$ cat config.mk
export PLATFORM = sky130hd
export DESIGN_NAME = scope_adc_sampler
export DESIGN_NICKNAME = d
export VERILOG_FILES = /design/src/rtl/scope_adc_sampler.sv
export SDC_FILE = /design/constraint.sdc
export NUM_CORES = 1
export LEC_CHECK = 0
export CAP_MARGIN = 20
export CORE_MARGIN = 2
export CORE_UTILIZATION = 35
export CTS_CLUSTER_SIZE = 30
export DETAILED_ROUTE_END_ITERATION = 6
export GPL_TIMING_DRIVEN = 0
export PLACE_DENSITY_LB_ADDON = 0.12
export REMOVE_ABC_BUFFERS = 1
export SETUP_SLACK_MARGIN = 0.05
export SYNTH_ARGS = -nofsm -noshare
export SYNTH_HDL_FRONTEND = slang
export SYNTH_SLANG_ARGS = --single-unit
export TNS_END_PERCENT = 20
$ cat constraint.sdc
create_clock -name iCLK -period 6.1 [get_ports iCLK]
set_clock_uncertainty 0.05 [all_clocks]
set_input_delay 1.22 -clock iCLK [delete_from_list [all_inputs] [get_ports iCLK]]
set_output_delay 1.22 -clock iCLK [all_outputs]
set_load 0.005 [all_outputs]
$ cat src/rtl/scope_adc_sampler.sv
// scope_adc_sampler: programmable ADC clock generator, capture, pipeline-latency discard
// and 2^D block averager feeding the capture buffer.
// Optional feature: define SCOPE_PEAK_DETECT_EN to track per-window min/max on oMin/oMax;
// otherwise oMin/oMax are tied to zero.
`timescale 1ns/1ps
module scope_adc_sampler #(
    parameter int unsigned pDataBits     = 8,
    parameter int unsigned pDivBits      = 16,
    parameter int unsigned pMaxDecimLog2 = 4,
    parameter int unsigned pAdcPipe      = 3
) (
    input  logic                                 iCLK,
    input  logic                                 iRST_N,
    input  logic                                 iEnable,
    input  logic [pDivBits-1:0]                  iHalfPeriod,
    input  logic [$clog2(pMaxDecimLog2+1)-1:0]   iDecimLog2,
    input  logic [pDataBits-1:0]                 iADC_Byte,
    output logic                                 oADC_CLK,
    output logic                                 oADC_nOE,
    output logic [pDataBits-1:0]                 oSample,
    output logic                                 oSampleValid,
    output logic [pDataBits-1:0]                 oMin,
    output logic [pDataBits-1:0]                 oMax
);

    localparam int unsigned DecW  = $clog2(pMaxDecimLog2 + 1);
    localparam int unsigned AccW  = pDataBits + pMaxDecimLog2;
    localparam int unsigned WinW  = pMaxDecimLog2 + 1;
    localparam int unsigned DiscW = (pAdcPipe > 0) ? $clog2(pAdcPipe + 1) : 1;

    localparam logic [DecW-1:0]     MaxDec   = DecW'(pMaxDecimLog2);
    localparam logic [pDivBits-1:0] DivOne   = pDivBits'(1);
    localparam logic [WinW-1:0]     WinOne   = WinW'(1);
    localparam logic [DiscW-1:0]    DiscOne  = DiscW'(1);
    localparam logic [DiscW-1:0]    DiscLoad = DiscW'(pAdcPipe);

    logic [pDivBits-1:0]  div_cnt_q, div_cnt_d;
    logic [pDivBits-1:0]  half_q, half_d;
    logic                 adc_clk_q, adc_clk_d;
    logic                 noe_q, noe_d;
    logic [DiscW-1:0]     disc_q, disc_d;
    logic [AccW-1:0]      acc_q, acc_d;
    logic [WinW-1:0]      win_q, win_d;
    logic [DecW-1:0]      dec_q, dec_d;
    logic [pDataBits-1:0] sample_q, sample_d;
    logic                 valid_q, valid_d;

    logic [pDivBits-1:0]  half_eff;
    logic [DecW-1:0]      dec_in, dec_eff;
    logic                 wrap, accept, win_first, win_last;
    logic [WinW-1:0]      win_next;
    logic [AccW-1:0]      acc_sum, avg;

    // Shared decode: half-period wrap, capture qualification and window bookkeeping
    always_comb begin
        half_eff  = (iHalfPeriod == '0) ? DivOne : iHalfPeriod;
        dec_in    = (iDecimLog2 > MaxDec) ? MaxDec : iDecimLog2;
        wrap      = (div_cnt_q + DivOne) == half_q;
        // A capture is the wrap that drops the ADC clock; the first enabled cycle never
        // captures because the clock is still low coming out of idle.
        accept    = iEnable && !noe_q && wrap && adc_clk_q && (disc_q == '0);
        win_first = (win_q == '0);
        dec_eff   = win_first ? dec_in : dec_q;
        win_next  = win_q + WinOne;
        win_last  = win_next == (WinOne << dec_eff);
        acc_sum   = acc_q + AccW'(iADC_Byte);
        avg       = acc_sum >> dec_eff;
    end

    // Next state of the half-period divider, ADC clock and output enable
    always_comb begin
        div_cnt_d = div_cnt_q;
        half_d    = half_q;
        adc_clk_d = adc_clk_q;
        noe_d     = noe_q;
        if (!iEnable) begin
            div_cnt_d = '0;
            half_d    = half_eff;
            adc_clk_d = 1'b0;
            noe_d     = 1'b1;
        end else begin
            noe_d = 1'b0;
            if (wrap) begin
                // New half-period length only takes effect at a phase boundary
                div_cnt_d = '0;
                half_d    = half_eff;
                adc_clk_d = ~adc_clk_q;
            end else begin
                div_cnt_d = div_cnt_q + DivOne;
            end
        end
    end

    // Next state of discard counter, accumulator and averaged output
    always_comb begin
        disc_d   = disc_q;
        acc_d    = acc_q;
        win_d    = win_q;
        dec_d    = dec_q;
        sample_d = sample_q;
        valid_d  = 1'b0;
        if (!iEnable || noe_q) begin
            // Idle or first enabled cycle: drop any partial window, re-arm the discard
            disc_d = DiscLoad;
            acc_d  = '0;
            win_d  = '0;
        end else if (wrap && adc_clk_q && (disc_q != '0)) begin
            disc_d = disc_q - DiscOne;
        end else if (accept) begin
            if (win_first) begin
                dec_d = dec_in;
            end
            if (win_last) begin
                sample_d = avg[pDataBits-1:0];
                valid_d  = 1'b1;
                acc_d    = '0;
                win_d    = '0;
            end else begin
                acc_d = acc_sum;
                win_d = win_next;
            end
        end
    end

    // State registers
    always_ff @(posedge iCLK or negedge iRST_N) begin
        if (!iRST_N) begin
            div_cnt_q <= '0;
            half_q    <= DivOne;
            adc_clk_q <= 1'b0;
            noe_q     <= 1'b1;
            disc_q    <= '0;
            acc_q     <= '0;
            win_q     <= '0;
            dec_q     <= '0;
            sample_q  <= '0;
            valid_q   <= 1'b0;
        end else begin
            div_cnt_q <= div_cnt_d;
            half_q    <= half_d;
            adc_clk_q <= adc_clk_d;
            noe_q     <= noe_d;
            disc_q    <= disc_d;
            acc_q     <= acc_d;
            win_q     <= win_d;
            dec_q     <= dec_d;
            sample_q  <= sample_d;
            valid_q   <= valid_d;
        end
    end

    assign oADC_CLK     = adc_clk_q;
    assign oADC_nOE     = noe_q;
    assign oSample      = sample_q;
    assign oSampleValid = valid_q;

`ifdef SCOPE_PEAK_DETECT_EN
    logic [pDataBits-1:0] run_min_q, run_min_d, run_max_q, run_max_d;
    logic [pDataBits-1:0] min_q, min_d, max_q, max_d;
    logic [pDataBits-1:0] cur_min, cur_max;

    // Running extremes, seeded by the first capture of each window
    always_comb begin
        cur_min   = (win_first || (iADC_Byte < run_min_q)) ? iADC_Byte : run_min_q;
        cur_max   = (win_first || (iADC_Byte > run_max_q)) ? iADC_Byte : run_max_q;
        run_min_d = run_min_q;
        run_max_d = run_max_q;
        min_d     = min_q;
        max_d     = max_q;
        if (accept) begin
            run_min_d = cur_min;
            run_max_d = cur_max;
            if (win_last) begin
                min_d = cur_min;
                max_d = cur_max;
            end
        end
    end

    // Peak registers
    always_ff @(posedge iCLK or negedge iRST_N) begin
        if (!iRST_N) begin
            run_min_q <= '0;
            run_max_q <= '0;
            min_q     <= '0;
            max_q     <= '0;
        end else begin
            run_min_q <= run_min_d;
            run_max_q <= run_max_d;
            min_q     <= min_d;
            max_q     <= max_d;
        end
    end

    assign oMin = min_q;
    assign oMax = max_q;
`else
    assign oMin = '0;
    assign oMax = '0;
`endif

endmodule

=== Word-level counts from Yosys, hierarchy flattened ===
Cells that the tools add are included.

* Bitwise operators: 3
* Equality and inequality tests: 4
* Shifts and indexed selects: 2
* Mux-type cells: 24
* Add/subtract/negate cells: 4
* Reductions and logical operators: 18
* Order comparisons: 1

{| class="wikitable"
|+ Operators by type and width
! kind !! count
|-
| two-way mux 16 bit || 5
|-
| two-way mux 12 bit || 4
|-
| two-way mux 5 bit || 4
|-
| adder 16 x 1 -> 16 bit (second input constant) || 1
|-
| equality test 16 bit || 1
|-
| logical NOT 16 bit || 1
|-
| adder 12 x 8 -> 12 bit || 1
|-
| >> shifter 12 x 3 -> 8 bit || 1
|-
| two-way mux 1 bit || 7
|-
| logical AND 1 bit || 6
|-
| two-way mux 3 bit || 2
|-
| nonzero test 2 bit || 3
|-
| adder 5 x 1 -> 5 bit (second input constant) || 1
|-
| equality test 5 bit || 1
|-
| logical NOT 5 bit || 1
|-
| << shifter 1 x 3 -> 5 bit (first input constant) || 1
|-
| two-way mux 2 bit || 2
|-
| AND reduction 4 bit || 1
|-
| > comparator 3 bit (second input constant) || 1
|-
| inverter 1 bit || 3
|-
| AND reduction 3 bit || 1
|-
| logical NOT 1 bit || 2
|-
| logical NOT 2 bit || 1
|-
| inequality test 2 x 1 -> 1 bit (second input constant) || 1
|-
| other kinds (4) || 4
|}

* Output and inout bits: 27
* Bits of input ports: 30
* Logic and storage cells: 66
* Register bits: 65

=== Logic depth before layout (Yosys ltp) ===
* Depth in word-level cells: 9
* Gate-level depth with buffers: 14
* Mapped depth without buffers: 11

=== Least setup slack after synthesis ===
OpenSTA, ideal clock, no wires.

* Path type: input-to-reg
* Start point: input iADC_Byte[0]
* End point: register sample_q[6] (netlist: oSample[6])
* Path buffers: 0
* Setup time: 0.125 ns
* Setup slack: 2.590 ns
* Arrival time: 3.334 ns
* Required time: 5.925 ns
* Cell stages on the path: 11
* Cell sequence: ha_1 -> inv_1 -> fa_1 -> nor2b_1 -> o21ai_0 -> a31oi_1 -> o21ai_0 -> xor2_1 -> mux2_2 -> o22ai_1 -> mux2_4

* Longest elaborated chain between the ends: 2

{| class="wikitable"
|+ Ends and longest elaborated chain
! what !! line !! RTL
|-
| from (decl) || 17 || <nowiki>input logic [pDataBits-1:0] iADC_Byte,</nowiki>
|-
| adder 12 x 8 -> 12 bit || 66 || <nowiki>acc_sum = acc_q + AccW'(iADC_Byte);</nowiki>
|-
| >> shifter 12 x 3 -> 8 bit || 67 || <nowiki>avg = acc_sum >> dec_eff;</nowiki>
|-
| to (signal assigned) || 147 || <nowiki>sample_q <= sample_d;</nowiki>
|-
| to (decl) || 45 || <nowiki>logic [pDataBits-1:0] sample_q, sample_d;</nowiki>
|}

Every way passes these cells.
A chain may end at the register's enable or synchronous reset.

=== Worst setup path in the final report ===
* Start point: register win_q[0]
* End point: register sample_q[5] (netlist: oSample[5])

* Longest elaborated chain between the ends: 5
* Elaborated cells on any way between the ends: 7
* Those cells by class: add/sub (1); eq/ne (1); shift (2); mux (1); reduce/logical (2)

{| class="wikitable"
|+ Ends and longest elaborated chain
! what !! line !! RTL
|-
| from (decl) || 43 || <nowiki>logic [WinW-1:0] win_q, win_d;</nowiki>
|-
| from (signal assigned) || 145 || <nowiki>win_q <= win_d;</nowiki>
|-
| branches (longest 5 deep; another with adder 5 x 1 -> 5 bit) || n/a ||
|}

Several ways; the timed one is not identified.

==> results.yml <==
timing:
  min_period_ps: 4360
  setup_viol_count_final: 0
  fin_crit_sh_pct: 71.4
  slew_headroom_pct: 26.4
  rsz0062_at_grt: "false"
  hold_viol_final: 0
  drv_slew: 0
  tns_ps: 0
  fin_ws_ps: 1740
  tightest_slew_ps: 1100
  fmax_mhz: 229
  fin_hold_ws_ps: 453
floorplan:
  die_w_um: 121
  die_height_um: 121
  ios: 57
  dieArea_um2: 14700
  start_util_pct: 36.1
  design.core.area_um2: 13300
  rows: 42
route:
  met2_length_um: 5260
  dr.pass1.iters: 5
  routed_wl_um: 12100
  ant_nets: 0
  wl_per_cell_um: 16.4
  route.detailed.drc: 0
  via_count: 3971
  highest_layer: "met4"
  wl_met1_um: 6260
  drtIter0Drc: 249
  dr_wl_met3_um: 369
  avgViaCountPerCell: 5.39
min_path:
  min_delay_path_depth: 1
  min_path_type: "reg -> reg"
power_and_ir_drop:
  intPower_mw: 0.810
  switching_share_pct: 26.8
  seqPwrFrac_pct: 41.4
  power_density_nw_per_um2: 197
  p_clk_share_pct: 45.8
  p_leak_nw: 2.29
  combPwrFrac_pct: 12.8
  switchingPower_mw: 0.297
  vdd_drop_max_mv: 0.109
critical_path:
  startpoint_type: "flop"
  worstPathRequired_ps: 6280
  crit_arrival_ps: 4540
  worstSetupEndpointType: "flop"
  cp_max_fo: 18
  ff2ff_path_depth: 11
  critical_path_class: "reg -> reg"
cts:
  clock-sinks: 65
  cts_tree: "built"
  cts_htree_levels: 3
  postCtsSetupBuffers: 0
  numCtsBuffers: 9
  clk_path_buf_depth: 2
  clk_latency_ps: 350
  cts-root-buf: "clkbuf_16"
  holdBufCountCts: 0
  clk_pin_slew_ps: 50
  ctsResizeCount: 0
synthesis:
  ys_ff_latch: 65
  synth_edf_count: 0
  ys_seq_area_share_pct: 33.8
  netlist.area_leader.share_pct: 32.7
  yosys_warnings: 0
  synth_ff_type: "dfrtp_1"
  synth_top_cell_by_area: "dfrtp_1"
  synth_area_leaders: "dfrtp_1 33%, mux2_2 5.4%, xnor2_1 3.6%, a21oi_1 3.3%, nand2_1 3.2%"
  synth-async-reset-ratio_pct: 100
  synthesis.area_um2: 4820
  synth_area_per_cell_um2: 9.09
  syn-instance-count: 530
  synth.distinct_cells: 79
flow_run:
  maxCapViolCount: 0
global_routing:
  grt_pass1_vias: 3949
  antenna_found_initial: 0
  grt_max_degree: 66
  grt_pass1_wl_um: 20200
  grt_overflow_total: 0
  track_usage_pct: 17.6
place:
  place_hpwl_um: 8660
  place.gp.congestion: 0.815
  post-place-ws_ps: 1510
  port_buffers: 40
cells_and_area:
  multi_input_area_um2: 2930
  final_common_cell: "dfrtp_1"
  n_fill_cell: 1321
  ff_latch_area_um2: 1630
  antenna_cells: 0
  final_cell_mix: "63 x dfrtp_1, 41 x nand2_1, 39 x clkdlybuf4s50_1"
  layout-drive-gt1-share_pct: 12.5
  areaGrowthSynthToFinish_pct: 16.6
  layout.nets: 599
status:
  status: "finished clean"
==> per-layer routing <==
layer  up-vias  track usage (%)
met3        13             2.96
met5         -                0
met2        71             26.4
li1       1950                -
met4         0             7.04
met1      1937             25.1
==> sequential cells by signal, summed over array words and instances, names as in the netlist <==
signal        count
div_cnt_q        16
half_q           16
acc_q            12
oSample           8
win_q             5
dec_q             3
disc_q            2
oADC_CLK          1
oADC_nOE          1
oSampleValid      1
==> power groups by stage <==
stage,clock [mW],sequential (mW),combinational (mW)
3_5_place_dp,0,0.466,0.141
4_1_cts,0.524,0.458,0.142
2_1_floorplan,0,0.462,0.0837
6_report,0.507,0.458,0.141
5_1_grt,0.547,0.460,0.157
3_3_place_gp,0,0.466,0.135
==> logic make-up after synthesis <==
| logic type | after synthesis | synth area share (%) |
|---|---|---|
| AO/OA/AOI/OAI | 122 | 16.9 |
| XOR/XNOR | 40 | 8.44 |
| adder cells (fa/ha/maj) | 13 | 3.53 |
| buffers and inverters | 62 | 6.68 |
| flip-flops | 65 | 33.8 |
| multiplexers | 38 | 8.94 |
| other | 1 | 0.0779 |
| AND/OR/NAND/NOR | 189 | 21.6 |
==> synthesized netlist by cell type, types with 4 or more instances <==
library cell   n
mux2_2        23
ha_1          12
or3_1         11
mux2i_1       10
mux2_4         4
clkbuf_1      13
xor2_1        16
nand3_1       20
inv_1         14
nor2_1        37
xnor2_1       20
nor4_1         8
buf_2          8
and3_1         8
dfrtp_1       63
nor3b_1        4
nand4_1        4
a31oi_1        6
o211ai_1      10
buf_4         18
nand2_1       41
nor2b_1        6
o22ai_1        4
nor3_1        14
nand2b_1       8
a21oi_1       32
o21ai_0       29
and4_1         5
==> stage by stage <==
step | power, mW | cell area, µm² | utilization [%] | std cells
2_1_floorplan | 0.545 | 4610 | - | 499
3_3_place_gp | 0.601 | 5230 | 39.2 | 715
3_5_place_dp | 0.607 | 5300 | 39.7 | 719
4_1_cts | 1.12 | 5590 | 41.9 | 735
5_1_grt | 1.16 | 5620 | 42.1 | 737
6_report | 1.11 | 5620 | 42.1 | 737
==> worst paths after layout <==
| kind | startpoint | to | slack, ps |
|---|---|---|---|
| setup / recovery | win_q[0] | oSample[5] | 1740 |
| hold / removal | oSample[5] | oSample[5] | 450 |
| setup reg to reg | win_q[0] | oSample[5] | 1740 |
| hold reg to reg | oSample[5] | oSample[5] | 450 |
| max in group asynchronous | iRST_N | half_q[13] | 4490 |
| min in group asynchronous | iRST_N | dec_q[0] | 940 |
==> worst max-delay path, cell delays in order, from the launching register on <==
cell       delay (ps)
dfrtp_1           470
inv_1             110
ha_1              140
nor4b_2           870
mux2_2            580
o211a_1           170
o32a_1            360
a2111oi_4         600
buf_8             230
nand4_2           170
inv_2             160
mux2_2            340
==> final cells by class <==
type,count,share of cell area [%]
repair buffers,46,8.64
flip-flops and latches,65,29.0
multi-input cells,418,52.1
well taps,176,3.92
inverters,16,1.07
clock buffers,11,4.50
clock inverters,5,0.713
Note: power is estimated with default switching activity, not from simulation.
